### config.mk
export PLATFORM = sky130hd
export DESIGN_NAME = seq_1100_gen
export DESIGN_NICKNAME = d
export VERILOG_FILES = /design/src/rtl/seq_1100_pkg.sv /design/src/rtl/seq_1100_chk.sv /design/src/rtl/seq_1100_gen.sv
export SDC_FILE = /design/constraint.sdc
export NUM_CORES = 1
export LEC_CHECK = 0
export BUFFER_PORTS_ARGS = -buffer_cell sky130_fd_sc_hd__clkbuf_2
export CORE_MARGIN = 8
export CORE_UTILIZATION = 35
export DETAILED_ROUTE_END_ITERATION = 10
export SYNTH_ARGS = -nofsm -noshare
export SYNTH_HDL_FRONTEND = slang
export SYNTH_SLANG_ARGS = --single-unit
### constraint.sdc
create_clock -name clk_i -period 2 [get_ports clk_i]
set_input_delay 0.1 -clock clk_i [delete_from_list [all_inputs] [get_ports clk_i]]
set_output_delay 0.1 -clock clk_i [all_outputs]
set_load 0.03 [all_outputs]
### src/rtl/seq_1100_pkg.sv
// seq_1100_pkg: shared types and constants for the 1100 pattern generator.
//   state_e        generator FSM states
//   det_e          states of the optional 1100 Moore detector
//   LIT_*          active-low 7-segment codes shown on st_literal
//   PATTERN_1100   the pattern that the optional self-check understands
package seq_1100_pkg;

  typedef enum logic [1:0] {
    IDLE,
    SEND,
    GAP,
    DONE
  } state_e;

  typedef enum logic [2:0] {
    DET_0,
    DET_1,
    DET_11,
    DET_110,
    DET_1100
  } det_e;

  localparam logic [7:0] LIT_IDLE = 8'hC0;
  localparam logic [7:0] LIT_SEND = 8'h92;
  localparam logic [7:0] LIT_GAP  = 8'hC2;
  localparam logic [7:0] LIT_DONE = 8'hA1;

  localparam logic [3:0] PATTERN_1100 = 4'b1100;

  function automatic logic [7:0] state_literal(input state_e s);
    case (s)
      SEND:    return LIT_SEND;
      GAP:     return LIT_GAP;
      DONE:    return LIT_DONE;
      default: return LIT_IDLE;
    endcase
  endfunction

endpackage

### src/rtl/seq_1100_chk.sv
// seq_1100_chk: Moore 1100 detector with a saturating hit counter.
// Only instantiated when SEQ_1100_GEN_SELF_CHECK_EN is defined.
//   clk_i    system clock, rising edge
//   rst_i    synchronous active-high reset
//   clr_i    clears detector and hit count (frame start)
//   x_i      serial bit under observation
//   valid_i  x_i carries a meaningful bit this cycle
//   hits_o   number of 1100 occurrences since the last clear
module seq_1100_chk
  import seq_1100_pkg::*;
#(
  parameter int CNT_W = 4
) (
  input  logic             clk_i,
  input  logic             rst_i,
  input  logic             clr_i,
  input  logic             x_i,
  input  logic             valid_i,
  output logic [CNT_W-1:0] hits_o
);

  det_e             det_q, det_d;
  logic [CNT_W-1:0] hits_q;

  always_comb begin
    det_d = det_q;
    if (valid_i) begin
      case (det_q)
        DET_0:    det_d = x_i ? DET_1  : DET_0;
        DET_1:    det_d = x_i ? DET_11 : DET_0;
        DET_11:   det_d = x_i ? DET_11 : DET_110;
        DET_110:  det_d = x_i ? DET_1  : DET_1100;
        DET_1100: det_d = x_i ? DET_1  : DET_0;
        default:  det_d = DET_0;
      endcase
    end
  end

  // A hit is counted on entry to DET_1100 so the count is final the
  // cycle after the last pattern bit is observed.
  always_ff @(posedge clk_i) begin
    if (rst_i || clr_i) begin
      det_q  <= DET_0;
      hits_q <= '0;
    end else begin
      det_q <= det_d;
      if (valid_i && det_d == DET_1100 && hits_q != '1)
        hits_q <= hits_q + CNT_W'(1);
    end
  end

  assign hits_o = hits_q;

endmodule

### src/rtl/seq_1100_gen.sv
// seq_1100_gen: serial pattern transmitter feeding the 1100 detector.
// Sends a latched PAT_W-bit pattern MSB-first, repeat_n times, separated by
// gap_len zero bits. Optional self-check: SEQ_1100_GEN_SELF_CHECK_EN.
//   clk_i          system clock, rising edge
//   rst_i          synchronous active-high reset
//   start_i        launch request, sampled only in IDLE
//   pattern_in_i   pattern, latched on accepted start
//   repeat_n_i     repetitions, latched on accepted start
//   gap_len_i      zero bits between repetitions, latched on accepted start
//   x_out_o        serial data
//   x_valid_o      x_out_o carries a pattern or gap bit
//   busy_o         FSM not idle
//   done_o         one-cycle end-of-frame pulse
//   err_o          self-check mismatch (tied 0 without the macro)
//   st_literal_o   active-low 7-segment code of the state
//
// state | meaning
// IDLE  | waiting for start
// SEND  | shifting pattern bit idx
// GAP   | emitting zero gap bits
// DONE  | frame complete, one cycle
//
// Every output is a register loaded from the FSM state of the previous
// cycle, so the first pattern bit appears one cycle after the start edge.
module seq_1100_gen
  import seq_1100_pkg::*;
#(
  parameter int PAT_W = 4,
  parameter int CNT_W = 4,
  parameter int GAP_W = 3
) (
  input  logic             clk_i,
  input  logic             rst_i,
  input  logic             start_i,
  input  logic [PAT_W-1:0] pattern_in_i,
  input  logic [CNT_W-1:0] repeat_n_i,
  input  logic [GAP_W-1:0] gap_len_i,
  output logic             x_out_o,
  output logic             x_valid_o,
  output logic             busy_o,
  output logic             done_o,
  output logic             err_o,
  output logic [7:0]       st_literal_o
);

  localparam int IDX_W = (PAT_W > 1) ? $clog2(PAT_W) : 1;
  localparam logic [IDX_W-1:0] IDX_LAST = IDX_W'(PAT_W - 1);

  state_e           state_q;
  logic [IDX_W-1:0] idx_q;
  logic [CNT_W-1:0] rep_q, rep_n_q, rep_d;
  logic [GAP_W-1:0] gap_q, gap_len_q;
  logic [PAT_W-1:0] pat_q;
  logic             x_out_q, x_valid_q, busy_q, done_q;
  logic [7:0]       lit_q;
  logic             start_acc;

  always_comb begin
    start_acc = (state_q == IDLE) && start_i;
    rep_d     = rep_q + CNT_W'(1);
  end

  always_ff @(posedge clk_i) begin
    if (rst_i) begin
      state_q   <= IDLE;
      idx_q     <= '0;
      rep_q     <= '0;
      rep_n_q   <= '0;
      gap_q     <= '0;
      gap_len_q <= '0;
      pat_q     <= '0;
      x_out_q   <= 1'b0;
      x_valid_q <= 1'b0;
      busy_q    <= 1'b0;
      done_q    <= 1'b0;
      lit_q     <= LIT_IDLE;
    end else begin
      x_out_q   <= (state_q == SEND) ? pat_q[idx_q] : 1'b0;
      x_valid_q <= (state_q == SEND) || (state_q == GAP);
      busy_q    <= (state_q != IDLE);
      done_q    <= (state_q == DONE);
      lit_q     <= state_literal(state_q);

      case (state_q)
        IDLE: begin
          if (start_i) begin
            pat_q     <= pattern_in_i;
            rep_n_q   <= repeat_n_i;
            gap_len_q <= gap_len_i;
            rep_q     <= '0;
            idx_q     <= IDX_LAST;
            state_q   <= (repeat_n_i == '0) ? DONE : SEND;
          end
        end
        SEND: begin
          if (idx_q == '0) begin
            rep_q <= rep_d;
            if (rep_d == rep_n_q) begin
              state_q <= DONE;
            end else if (gap_len_q != '0) begin
              gap_q   <= gap_len_q;
              state_q <= GAP;
            end else begin
              idx_q <= IDX_LAST;
            end
          end else begin
            idx_q <= idx_q - IDX_W'(1);
          end
        end
        GAP: begin
          gap_q <= gap_q - GAP_W'(1);
          if (gap_q == GAP_W'(1)) begin
            idx_q   <= IDX_LAST;
            state_q <= SEND;
          end
        end
        default: state_q <= IDLE;
      endcase
    end
  end

  assign x_out_o      = x_out_q;
  assign x_valid_o    = x_valid_q;
  assign busy_o       = busy_q;
  assign done_o       = done_q;
  assign st_literal_o = lit_q;

`ifdef SEQ_1100_GEN_SELF_CHECK_EN
  logic [CNT_W-1:0] hits;
  logic             err_q;

  // The detector watches the registered serial stream exactly as an
  // external detector would see it.
  seq_1100_chk #(
    .CNT_W (CNT_W)
  ) u_chk (
    .clk_i   (clk_i),
    .rst_i   (rst_i),
    .clr_i   (start_acc),
    .x_i     (x_out_q),
    .valid_i (x_valid_q),
    .hits_o  (hits)
  );

  // Checked while done_o is high: by then the final pattern bit has been
  // consumed by the detector.
  always_ff @(posedge clk_i) begin
    if (rst_i || start_acc)
      err_q <= 1'b0;
    else if (done_q && (PAT_W == 4) && (pat_q == PAT_W'(PATTERN_1100))
             && (hits != rep_n_q))
      err_q <= 1'b1;
  end

  assign err_o = err_q;
`else
  assign err_o = 1'b0;
`endif

endmodule
==> reports/metrics.csv <==
metric,value,unit
antenna_found_initial,0,
route.antenna.remaining_nets,0,
min_period_over_period,93.4,%
timing.final.ws_setup,0.131,ns
num_vias,1234,
syn_avg_cell_area,8.55,um2
ios,27,
cts_tree,built,
grt_pass1_wl,5600,um
synth.distinct_cells,45,
rsz0062_at_grt,no,
numCtsBuffers,3,
nets,221,
postCtsSetupRepairBufs,0,
htreeDepth,1,
post-place-ws,0.114,ns
syn_area,1510,um2
synth_cells,176,
final_cell_area,1720,um2
track_usage,10.5,%
area.growth.synth_to_final,14.0,%
grt_max_degree,20,
drt-wirelength-per-cell,13.2,um
worst_ep_arrival_time,2.06,ns
drcViolationCount,0,
cts_num_sinks,28,
yosysWarningCount,0,
die_w,81.6,um
synthFlopType,dfxtp_1,
crit_path_start_kind,flop,
synth_edf_count,0,
cts.clk_slew.worst_paths,0.09,ns
routabilityCongestion,0.753,
critPathMaxFanout,6,
clk_path_buf_depth,2,
holdCritPathClass,input port to flop,
drt_iter0_drc,51,
cts_root_buf,clkbuf_8,
grt_overflow,0,
setup_viol,0,
rows,24,
min_period,1.87,ns
met1_usage,14.2,%
routed_via_density,4.98,
core_area,4230,um2
drive_above_1_share,23.5,%
outcome,"finished, final reports clean",
hold_viol_final,0,
totalWireLength,3280,um
timing.fmax,0.535,GHz
critical_path_class,flop to flop,
cp.required,2.19,ns
busiest_layer,met2,
grt.met3_usage,2.95,%
power_density,1180,nW/um2
finClkSkew,0.00216,ns
use_met2,16.6,%
first_pass_iters,4,
yosysSeqAreaShare,37.2,%
antenna_cells,0,
synth-seq-cells,28,
finalSetupTns,0,ns
io_buffers,22,
async_flop_share,0,%
cellLeakagePower,0.706,nW
start_util,35.5,%
setup.worst_path.end_class,flop,
dieHeight,81.6,um
fillers,441,
dieArea,6660,um2
grt_pass1_vias,1181,
dpl.hpwl,2490,um
ir_drop,0.457,mV
clk-insertion-delay-late,0.27,ns
slew_violations,0,
drv_cap,0,
placed_area,1650,um2
## state kept, by name, summed over array words and instances (netlist names)
signal / count
rep_n_q: 4
idx_q: 2
x_out_o: 1
busy_o: 1
rep_q: 4
gap_len_q: 3
state_q: 2
gap_q: 3
pat_q: 4
st_literal_o: 4
## where the power goes
group	switching (mW)	total [mW]	internal, mW
logic	0.551	0.923	0.372
registers	0.0854	0.750	0.664
clock network	0.174	0.350	0.176
total	0.810	2.02	1.21
## worst max-delay path, stage by stage (launching register included)
cell      delay [ns]
dfxtp_1         0.36
inv_1           0.16
ha_1            0.21
inv_2           0.08
o211ai_2        0.19
and4bb_4        0.26
or4_1           0.46
o31ai_1         0.07
## cell type report
| type | instances | area (um2) | area share, % |
|---|---|---|---|
| clock buffer | 4 | 55.1 | 3.21 |
| inverter | 9 | 33.8 | 1.97 |
| timing repair buffer | 28 | 155 | 9.04 |
| sequential | 28 | 562 | 32.7 |
| tap | 52 | 65.1 | 3.79 |
| multi-input combinational | 127 | 845 | 49.2 |
## timing repair
action | in CTS | in global routing
endpoints found under the hold margin | 0 | 0
hold buffers | 0 | 0
endpoints found under the setup margin | 0 | 5
resized for setup | 0 | 5
## per-stage QoR
step           util (%)  hold slack, ns  std cells  total power [mW]
5_1_grt            40.5          0.0183        248              2.19
4_1_cts            40.2          0.0307        248              2.01
3_5_place_dp       38.9           0.330        244              1.66
6_report           40.5          0.0394        248              2.02
3_3_place_gp       38.9           0.325        244              1.65
2_1_floorplan         -           0.202        178              1.43
## layout by cell type, fill, tap and decap left out, types with 2 or more instances in the layout
cell type and instances:
clkbuf_2 22, nor2_1 10, nor2b_1 5, mux2i_1 4, buf_4 6, nor3_2 2, clkbuf_8 4, ha_1 10
a21oi_1 20, a211oi_1 2, conb_1 4, o21ai_1 2, inv_1 8, nor3_1 2, nand2_1 27, xnor2_2 2
nand4_1 2, o21ai_0 6, dfxtp_1 27, nand3_1 3, or3_1 3
## kinds of logic after synthesis
group | after synthesis | synth area share (%)
flip-flops | 28 | 37.2
adder cells (fa/ha/maj) | 10 | 8.31
AO/OA/AOI/OAI | 41 | 17.0
XOR/XNOR | 5 | 4.99
buffers and inverters | 23 | 8.06
AND/OR/NAND/NOR | 63 | 21.2
other | 2 | 0.499
multiplexers | 4 | 2.66
## final timing paths
kind                                start                       to  slack, ns  cells after the start
hold / removal            pattern_in_i[0]    pat_q[0]$_SDFFE_PP0P_       0.04                      3
setup reg to reg  state_q[0]$_SDFFE_PP0P_  state_q[0]$_SDFFE_PP0P_       0.13                      7
setup / recovery  state_q[0]$_SDFFE_PP0P_  state_q[0]$_SDFFE_PP0P_       0.13                      7
hold reg to reg     pat_q[0]$_SDFFE_PP0P_    pat_q[0]$_SDFFE_PP0P_       0.46                      2
## layer usage
| metal | up-vias | share of wire (%) |
|---|---|---|
| li1 | 639 | - |
| met2 | 22 | 45 |
| met5 | - | 0 |
| met3 | 2 | 4.8 |
| met4 | 0 | 0.46 |
| met1 | 571 | 50 |
## Yosys cell counts, types with 2 or more instances
master | n | area share (%)
conb_1 | 2 | 0.50
nor2_1 | 10 | 2.5
xnor2_2 | 2 | 2.2
nor3_1 | 3 | 1.0
clkbuf_1 | 4 | 1.0
ha_1 | 10 | 8.3
a211oi_1 | 2 | 1.0
a21oi_1 | 20 | 6.7
inv_1 | 8 | 2.0
dfxtp_1 | 28 | 37
nand2_1 | 27 | 6.7
nand4_1 | 2 | 0.83
o21ai_0 | 7 | 2.3
or3_1 | 3 | 1.2
buf_4 | 9 | 4.5
nor2b_1 | 5 | 2.1
nand3_1 | 3 | 1.0
mux2i_1 | 4 | 2.7
Power figures use the tool's default switching activity.
